### src/rtl/fsm_0_pkg.sv
// rtl/fsm_0_pkg.sv - shared types and constants for fsm_0 and its stimulus sequencer
package fsm_0_pkg;

  localparam int FSM0_W  = 8;
  localparam int FSM0_DW = 8;
  localparam logic [FSM0_W-1:0] FSM0_IDLE_CODE = 8'h00;

  typedef enum logic [1:0] {
    S_IDLE = 2'd0,
    S_RUN  = 2'd1,
    S_DONE = 2'd2
  } seq_state_e;

endpackage

### src/rtl/fsm_0_state_seq_if.sv
// rtl/fsm_0_state_seq_if.sv - host write channel carrying {state code, dwell} entries
interface fsm_0_state_seq_if #(
  parameter int W  = 8,
  parameter int DW = 8
);
  logic          wr_valid;
  logic          wr_ready;
  logic [W-1:0]  wr_state;
  logic [DW-1:0] wr_dwell;

  modport master (output wr_valid, output wr_state, output wr_dwell, input wr_ready);
  modport slave  (input wr_valid, input wr_state, input wr_dwell, output wr_ready);
endinterface

### src/rtl/seq_fifo.sv
// rtl/seq_fifo.sv - synchronous FIFO with flush; the extra level bit separates full from empty
module seq_fifo #(
  parameter int WIDTH = 16,
  parameter int DEPTH = 4
) (
  input  logic                     clk,
  input  logic                     rstn,
  input  logic                     push,
  input  logic [WIDTH-1:0]         wdata,
  input  logic                     pop,
  output logic [WIDTH-1:0]         rdata,
  input  logic                     flush,
  output logic                     full,
  output logic                     empty,
  output logic [$clog2(DEPTH):0]   level
);
  localparam int AW = $clog2(DEPTH);
  localparam int LW = AW + 1;

  logic [WIDTH-1:0] mem [DEPTH];
  logic [AW-1:0]    wr_ptr;
  logic [AW-1:0]    rd_ptr;
  logic [LW-1:0]    count;
  logic             do_push;
  logic             do_pop;

  assign full    = (count == LW'(DEPTH));
  assign empty   = (count == '0);
  assign level   = count;
  assign rdata   = mem[rd_ptr];
  // flush wins over both ports so a write racing an abort is dropped
  assign do_push = push && !full && !flush;
  assign do_pop  = pop && !empty && !flush;

  always_ff @(posedge clk or negedge rstn) begin
    if (!rstn) begin
      wr_ptr <= '0;
      rd_ptr <= '0;
      count  <= '0;
    end else if (flush) begin
      wr_ptr <= '0;
      rd_ptr <= '0;
      count  <= '0;
    end else begin
      if (do_push) wr_ptr <= wr_ptr + AW'(1);
      if (do_pop)  rd_ptr <= rd_ptr + AW'(1);
      case ({do_push, do_pop})
        2'b10:   count <= count + LW'(1);
        2'b01:   count <= count - LW'(1);
        default: count <= count;
      endcase
    end
  end

  always_ff @(posedge clk) begin
    if (do_push) mem[wr_ptr] <= wdata;
  end

endmodule

### src/rtl/fsm_0_state_seq.sv
// rtl/fsm_0_state_seq.sv - plays queued state codes onto fsm_0.in_val, each held dwell+1 cycles
module fsm_0_state_seq
  import fsm_0_pkg::*;
#(
  parameter int             W         = FSM0_W,
  parameter int             DW        = FSM0_DW,
  parameter int             DEPTH     = 4,
  parameter logic [W-1:0]   IDLE_CODE = W'(FSM0_IDLE_CODE)
) (
  input  logic                   clk,
  input  logic                   rstn,
  fsm_0_state_seq_if.slave       wr_if,
  input  logic                   start,
  input  logic                   abort,
  output logic [W-1:0]           state_out,
  output logic                   state_vld,
  output logic                   busy,
  output logic                   done,
  output logic [$clog2(DEPTH):0] level
);
  localparam int EW = W + DW;

  seq_state_e     state;
  logic [DW-1:0]  cnt;
  logic [EW-1:0]  head;
  logic [W-1:0]   head_code;
  logic [DW-1:0]  head_dwell;
  logic           fifo_full;
  logic           fifo_empty;
  logic           pop;

  assign head_code  = head[EW-1:DW];
  assign head_dwell = head[DW-1:0];
  assign wr_if.wr_ready = !fifo_full;

  // Pop exactly when the FSM consumes the head below; abort flushes instead.
  always_comb begin
    pop = 1'b0;
    if (!abort && !fifo_empty) begin
      if (state == S_IDLE && start)                pop = 1'b1;
      else if (state == S_RUN && cnt == '0)        pop = 1'b1;
    end
  end

  seq_fifo #(
    .WIDTH (EW),
    .DEPTH (DEPTH)
  ) u_fifo (
    .clk   (clk),
    .rstn  (rstn),
    .push  (wr_if.wr_valid),
    .wdata ({wr_if.wr_state, wr_if.wr_dwell}),
    .pop   (pop),
    .rdata (head),
    .flush (abort),
    .full  (fifo_full),
    .empty (fifo_empty),
    .level (level)
  );

  always_ff @(posedge clk or negedge rstn) begin
    if (!rstn) begin
      state     <= S_IDLE;
      state_out <= IDLE_CODE;
      state_vld <= 1'b0;
      busy      <= 1'b0;
      done      <= 1'b0;
      cnt       <= '0;
    end else if (abort) begin
      state     <= S_IDLE;
      state_out <= IDLE_CODE;
      state_vld <= 1'b0;
      busy      <= 1'b0;
      done      <= 1'b0;
      cnt       <= '0;
    end else begin
      case (state)
        S_IDLE: begin
          done <= 1'b0;
          if (start && !fifo_empty) begin
            state_out <= head_code;
            cnt       <= head_dwell;
            state_vld <= 1'b1;
            busy      <= 1'b1;
            state     <= S_RUN;
          end
        end
        S_RUN: begin
          if (cnt != '0) begin
            cnt <= cnt - DW'(1);
          end else if (!fifo_empty) begin
            state_out <= head_code;
            cnt       <= head_dwell;
          end else begin
            state_out <= IDLE_CODE;
            state_vld <= 1'b0;
            done      <= 1'b1;
            state     <= S_DONE;
          end
        end
        S_DONE: begin
          done  <= 1'b0;
          busy  <= 1'b0;
          state <= S_IDLE;
        end
        default: begin
          state <= S_IDLE;
        end
      endcase
    end
  end

endmodule

### src/flat_wrapper.sv
// flat-port wrapper written by rule: the top's interface ports become plain ports
module fsm_0_state_seq_flat import fsm_0_pkg::*;
#(
  parameter int             W         = FSM0_W,
  parameter int             DW        = FSM0_DW,
  parameter int             DEPTH     = 4,
  parameter logic [W-1:0]   IDLE_CODE = W'(FSM0_IDLE_CODE)
)
  (clk, rstn, start, abort, state_out, state_vld, busy, done, level, wr_if_wr_valid, wr_if_wr_state, wr_if_wr_dwell, wr_if_wr_ready);
  fsm_0_state_seq_if #(.W(W), .DW(DW)) wr_if_i ();
  input  logic clk;
  input  logic rstn;
  input  logic start;
  input  logic abort;
  output logic [W-1:0] state_out;
  output logic state_vld;
  output logic busy;
  output logic done;
  output logic [$clog2(DEPTH):0] level;
  input wire logic [$bits(wr_if_i.wr_valid)-1:0] wr_if_wr_valid;
  input wire logic [$bits(wr_if_i.wr_state)-1:0] wr_if_wr_state;
  input wire logic [$bits(wr_if_i.wr_dwell)-1:0] wr_if_wr_dwell;
  output wire logic [$bits(wr_if_i.wr_ready)-1:0] wr_if_wr_ready;
  assign wr_if_i.wr_valid = wr_if_wr_valid;
  assign wr_if_i.wr_state = wr_if_wr_state;
  assign wr_if_i.wr_dwell = wr_if_wr_dwell;
  assign wr_if_wr_ready = wr_if_i.wr_ready;
  fsm_0_state_seq #(.W(W), .DW(DW), .DEPTH(DEPTH), .IDLE_CODE(IDLE_CODE)) u_core (.clk(clk), .rstn(rstn), .wr_if(wr_if_i), .start(start), .abort(abort), .state_out(state_out), .state_vld(state_vld), .busy(busy), .done(done), .level(level));
endmodule
### config.mk
export PLATFORM = sky130hd
export DESIGN_NAME = fsm_0_state_seq_flat
export DESIGN_NICKNAME = d
export VERILOG_FILES = /design/src/rtl/fsm_0_pkg.sv /design/src/rtl/fsm_0_state_seq_if.sv /design/src/rtl/seq_fifo.sv /design/src/rtl/fsm_0_state_seq.sv /design/src/flat_wrapper.sv
export SDC_FILE = /design/constraint.sdc
export NUM_CORES = 1
export LEC_CHECK = 0
export ABC_CLOCK_PERIOD_IN_PS = 2880
export CORE_MARGIN = 3
export CORE_UTILIZATION = 54
export CTS_CLUSTER_DIAMETER = 60
export DETAILED_ROUTE_END_ITERATION = 6
export HOLD_SLACK_MARGIN = 0.12
export PLACE_DENSITY = 0.85
export SETUP_SLACK_MARGIN = 0.2
export SLEW_MARGIN = 15
export SYNTH_ARGS = -nofsm -noshare
export SYNTH_HDL_FRONTEND = slang
export SYNTH_SLANG_ARGS = --single-unit
export TNS_END_PERCENT = 5
### constraint.sdc
create_clock -name clk -period 2.88 [get_ports clk]
set_input_delay 0.576 -clock clk [delete_from_list [all_inputs] [get_ports clk]]
set_output_delay 0.576 -clock clk [all_outputs]
set_load 0.01 [all_outputs]
==> tab_implementation.tex <==
\begin{tabular}{lr}
\hline
Metric & Value \\
\hline
\multicolumn{2}{l}{\textbf{Status}} \\
Run status & completed \\
\multicolumn{2}{l}{\textbf{Power and ir drop}} \\
Static power due to leakage & 1.712 nW \\
Post-route total power & 0.004420 W \\
Max VDD drop & 0.3996 mV \\
Cell area power density & 919.2 nW/µm² \\
\multicolumn{2}{l}{\textbf{Critical path}} \\
Startpoint kind of the worst setup timing path & primary input \\
Reg-to-reg critical path startpoint & u\_core.cnt[0] \\
Arrival time reported for the critical path endpoint & 2760 ps \\
Category of the worst setup path capture point & register \\
Startpoint of the most critical setup path & start \\
CP Max Fanout & 3 \\
Data required time of the critical path & 3110 ps \\
Critical path class & in -> reg \\
\multicolumn{2}{l}{\textbf{Clock network}} \\
Level count of the clock H-tree & 3 \\
TritonCTS clock tree & built \\
Later-pin clock latency in the skew report & 350 ps \\
Clock sinks & 92 \\
Clock root cell & sky130\_fd\_sc\_hd\_\_clkbuf\_8 \\
Reg clk slew, reported paths & 90 ps \\
Maximum clock insertion buffer count & 2 \\
Total CTS buffers & 9 \\
\multicolumn{2}{l}{\textbf{Synth}} \\
Synth warnings & 0 \\
Mean area per synthesized cell & 14.67 µm² \\
Nets in the synthesized netlist & 302 \\
Post-synthesis register bit count & 92 \\
Most common cell in the netlist & sky130\_fd\_sc\_hd\_\_edfxtp\_1 \\
Share of synthesized area occupied by flip-flops and latches & 0.6523 \\
Most common flop cell mapped by yosys & sky130\_fd\_sc\_hd\_\_edfxtp\_1 \\
Area share of the largest cell type after synthesis & 0.4781 \\
Distinct cell type count of the synthesized netlist & 51 \\
Cell taking the most area after synthesis & sky130\_fd\_sc\_hd\_\_edfxtp\_1 \\
Async set-or-reset flop fraction in the synthesized netlist & 0.3043 \\
Post-Synthesis Cell Area & 4020 µm² \\
Post-synthesis cell count & 274 \\
Leading post-synthesis cells by cell area & sky130\_fd\_sc\_hd\_\_edfxtp\_1 48\%, sky130\_fd\_sc\_hd\_\_dfrtp\_1 17\%, sky130\_fd\_sc\_hd\_\_mux4\_2 9.0\% \\
Post-synth top cells & 64 x sky130\_fd\_sc\_hd\_\_edfxtp\_1, 28 x sky130\_fd\_sc\_hd\_\_dfrtp\_1, 21 x sky130\_fd\_sc\_hd\_\_nand2\_1 \\
Number of synthesized flops with an enable pin & 64 \\
\multicolumn{2}{l}{\textbf{Global route}} \\
Maximum number of pins on one net before global-route repair & 29 \\
Initial antenna violation count & 0 \\
Number of global-route vias before repair & 2519 \\
GRT Util Overall & 0.1895 \\
Total overflow reported by the global router & 0 \\
Global-route wire length before repair & 12330 µm \\
\multicolumn{2}{l}{\textbf{STA}} \\
Final count of negative-setup-slack endpoints & 0 \\
Final clock period utilization by the worst path & 0.8783 \\
Final Hold Violating Endpoints & 0 \\
Highest clock frequency the design can meet & 395.3 MHz \\
Relative max-transition margin & 0.4020 \\
Worst-Margin Slew & 887.6 ps \\
Unrepaired setup endpoints after global routing & no \\
Worst Clk Skew & 6.941 ps \\
Shortest period the worst path allows & 2530 ps \\
Pins over their slew limit & 0 \\
\multicolumn{2}{l}{\textbf{Detailed routing}} \\
Remaining routing DRC violations & 0 \\
Met3 Wirelength & 313 µm \\
Highest metal layer with signal wires & met4 \\
Number of DRC violations after detailed-routing iteration 0 & 181 \\
Vias per std cell & 5.751 \\
1st-pass router iterations & 4 \\
Aggregate routed wire length & 7379 µm \\
Met2 wirelength from detailed routing & 3704 µm \\
Wire length on met1 & 3246 µm \\
Antenna viol nets, final & 0 \\
Per-cell routed wire length & 17.36 µm \\
Total via count in the routed design & 2444 \\
\multicolumn{2}{l}{\textbf{Final layout}} \\
Area growth from synthesis to final layout & 19.61\% \\
Final Util & 0.6850 \\
Total number of nets in the final design & 352 \\
Cell Count, Final, Fillers Out & 425 \\
Diode count & 0 \\
Fraction of layout cells with a size suffix above 1 & 0.1915 \\
\multicolumn{2}{l}{\textbf{Floorplanning}} \\
Height of the chip & 92.28 µm \\
Width of the die & 92.28 µm \\
Core Box Area & 7019 µm² \\
Ports & 36 \\
Effective utilization at floorplan & 0.5727 \\
Full die area & 8516 µm² \\
Count of standard-cell rows & 30 \\
\multicolumn{2}{l}{\textbf{Hold path}} \\
Classification of the worst-slack hold path & reg -> reg \\
Critical hold path startpoint & u\_core.state\_out[0] \\
\multicolumn{2}{l}{\textbf{Place}} \\
Number of placed cells counting well taps & 408 \\
Detailed Place HPWL & 4924 µm \\
Number of port buffers & 35 \\
Routability Congestion & 0.9054 \\
\multicolumn{2}{l}{\textbf{Flow run}} \\
Max-capacitance violation count & 0 \\
\hline
\end{tabular}
[timing repair]
item                                    4_1_cts  5_1_grt
hold buffers                                  0        0
gates resized for setup                       0        6
setup buffers                                 0        1
endpoints found under the setup margin        0        1
[critical path, cell delays in order]
cell and delay [ps]:
sky130_fd_sc_hd__clkdlybuf4s50_1 500, sky130_fd_sc_hd__nor3b_1 330, sky130_fd_sc_hd__a31oi_2 80, sky130_fd_sc_hd__nor2_2 160, sky130_fd_sc_hd__and3_4 200, sky130_fd_sc_hd__fa_1 400, sky130_fd_sc_hd__and3_1 160, sky130_fd_sc_hd__a311o_1 350
[registers in the layout, indices dropped and copies added (netlist names)]
register,count
u_core.state_out,8
u_core.state_vld,1
u_core.u_fifo.level,3
u_core.u_fifo.wr_ptr,2
u_core.done,1
u_core.state,2
u_core.cnt,8
u_core.u_fifo.mem,64
u_core.busy,1
u_core.u_fifo.rd_ptr,2
[cells in the final DEF, fill, tap and decap left out, types with 2 or more instances in the layout]
cell type	netlist	final
sky130_fd_sc_hd__nor2_1	20	19
sky130_fd_sc_hd__clkdlybuf4s50_1	0	35
sky130_fd_sc_hd__nand2_1	21	21
sky130_fd_sc_hd__o21ai_1	4	4
sky130_fd_sc_hd__xnor2_1	5	5
sky130_fd_sc_hd__and3_1	4	3
sky130_fd_sc_hd__ha_1	6	5
sky130_fd_sc_hd__o21ai_0	10	10
sky130_fd_sc_hd__dfrtp_1	28	28
sky130_fd_sc_hd__edfxtp_1	64	64
sky130_fd_sc_hd__a21o_1	2	2
sky130_fd_sc_hd__nor3_1	5	5
sky130_fd_sc_hd__o21a_1	3	3
sky130_fd_sc_hd__inv_1	9	7
sky130_fd_sc_hd__mux4_2	16	16
sky130_fd_sc_hd__or3_1	4	4
sky130_fd_sc_hd__nand3_1	4	4
sky130_fd_sc_hd__buf_12	0	2
sky130_fd_sc_hd__a211oi_1	4	4
sky130_fd_sc_hd__inv_2	0	2
sky130_fd_sc_hd__nor3b_1	2	2
sky130_fd_sc_hd__clkinv_2	0	2
sky130_fd_sc_hd__nand2b_1	9	9
sky130_fd_sc_hd__a31oi_1	2	2
sky130_fd_sc_hd__a21oi_1	10	10
sky130_fd_sc_hd__a211o_1	2	2
sky130_fd_sc_hd__or3_4	2	2
sky130_fd_sc_hd__o2bb2ai_1	2	2
sky130_fd_sc_hd__buf_4	1	12
sky130_fd_sc_hd__and2_1	4	4
sky130_fd_sc_hd__clkbuf_8	0	9
sky130_fd_sc_hd__bufinv_16	0	2
[path summary, 6_finish.rpt]
check / end / slack, ps / cells past startpoint
worst max-delay path: u_core.u_fifo.level[1] / 350 / 8
worst min-delay path: u_core.state_out[0] / 490 / 2
worst max register to register: u_core.u_fifo.level[1] / 380 / 9
worst min register to register: u_core.state_out[0] / 490 / 2
max in group asynchronous: u_core.state_out[2] / 2000 / 2
min in group asynchronous: u_core.state_out[7] / 600 / 2
[logic make-up after synthesis]
group	Yosys count	share of synthesized area
muxes	16	0.08964
AOI/OAI and AO/OA	51	0.08746
adders and majority gates	7	0.02365
DFF	92	0.6523
buffers and inverters	19	0.02023
xor gates and xnor gates	6	0.01307
and+or+nand+nor	83	0.1136
[metal layers]
metal,global-route usage,vias to the layer above
li1,-,1138
met1,0.2499,1234
met2,0.3108,62
met3,0.03035,10
met4,0.08663,0
met5,0,-
[cell type report]
| class | count | area [µm²] |
|---|---|---|
| Sequential cell | 92 | 2623 |
| Fill cell | 471 | 2211 |
| Multi-Input combinational cell | 163 | 1336 |
| Timing Repair Buffer | 49 | 480.5 |
| Clock buffer | 10 | 127.6 |
| Tap cell | 96 | 120.1 |
| Clock inverter | 6 | 87.58 |
| Inverter | 9 | 33.78 |
[power breakdown]
part / internal, W / switching [W]
combinational: 0.000799 / 0.000848
sequential: 0.00163 / 0.000212
clock: 0.000491 / 0.000444
total: 0.00292 / 0.00150
[through the flow]
| step | instance area (µm²) | TNS, ps | hold slack (ps) | setup WS, ps |
|---|---|---|---|---|
| global placement | 4566 | 0 | 463.3 | 108.5 |
| floorplan | 4020 | 0 | 280.4 | 426.7 |
| finish | 4808 | 0 | 487.9 | 350.4 |
| detailed placement | 4566 | -33.84 | 472.9 | -33.84 |
| CTS | 4781 | 0 | 493.4 | 274.0 |
| global route | 4808 | 0 | 541.3 | 222.6 |
No activity file was read; power rests on OpenSTA's default activity.
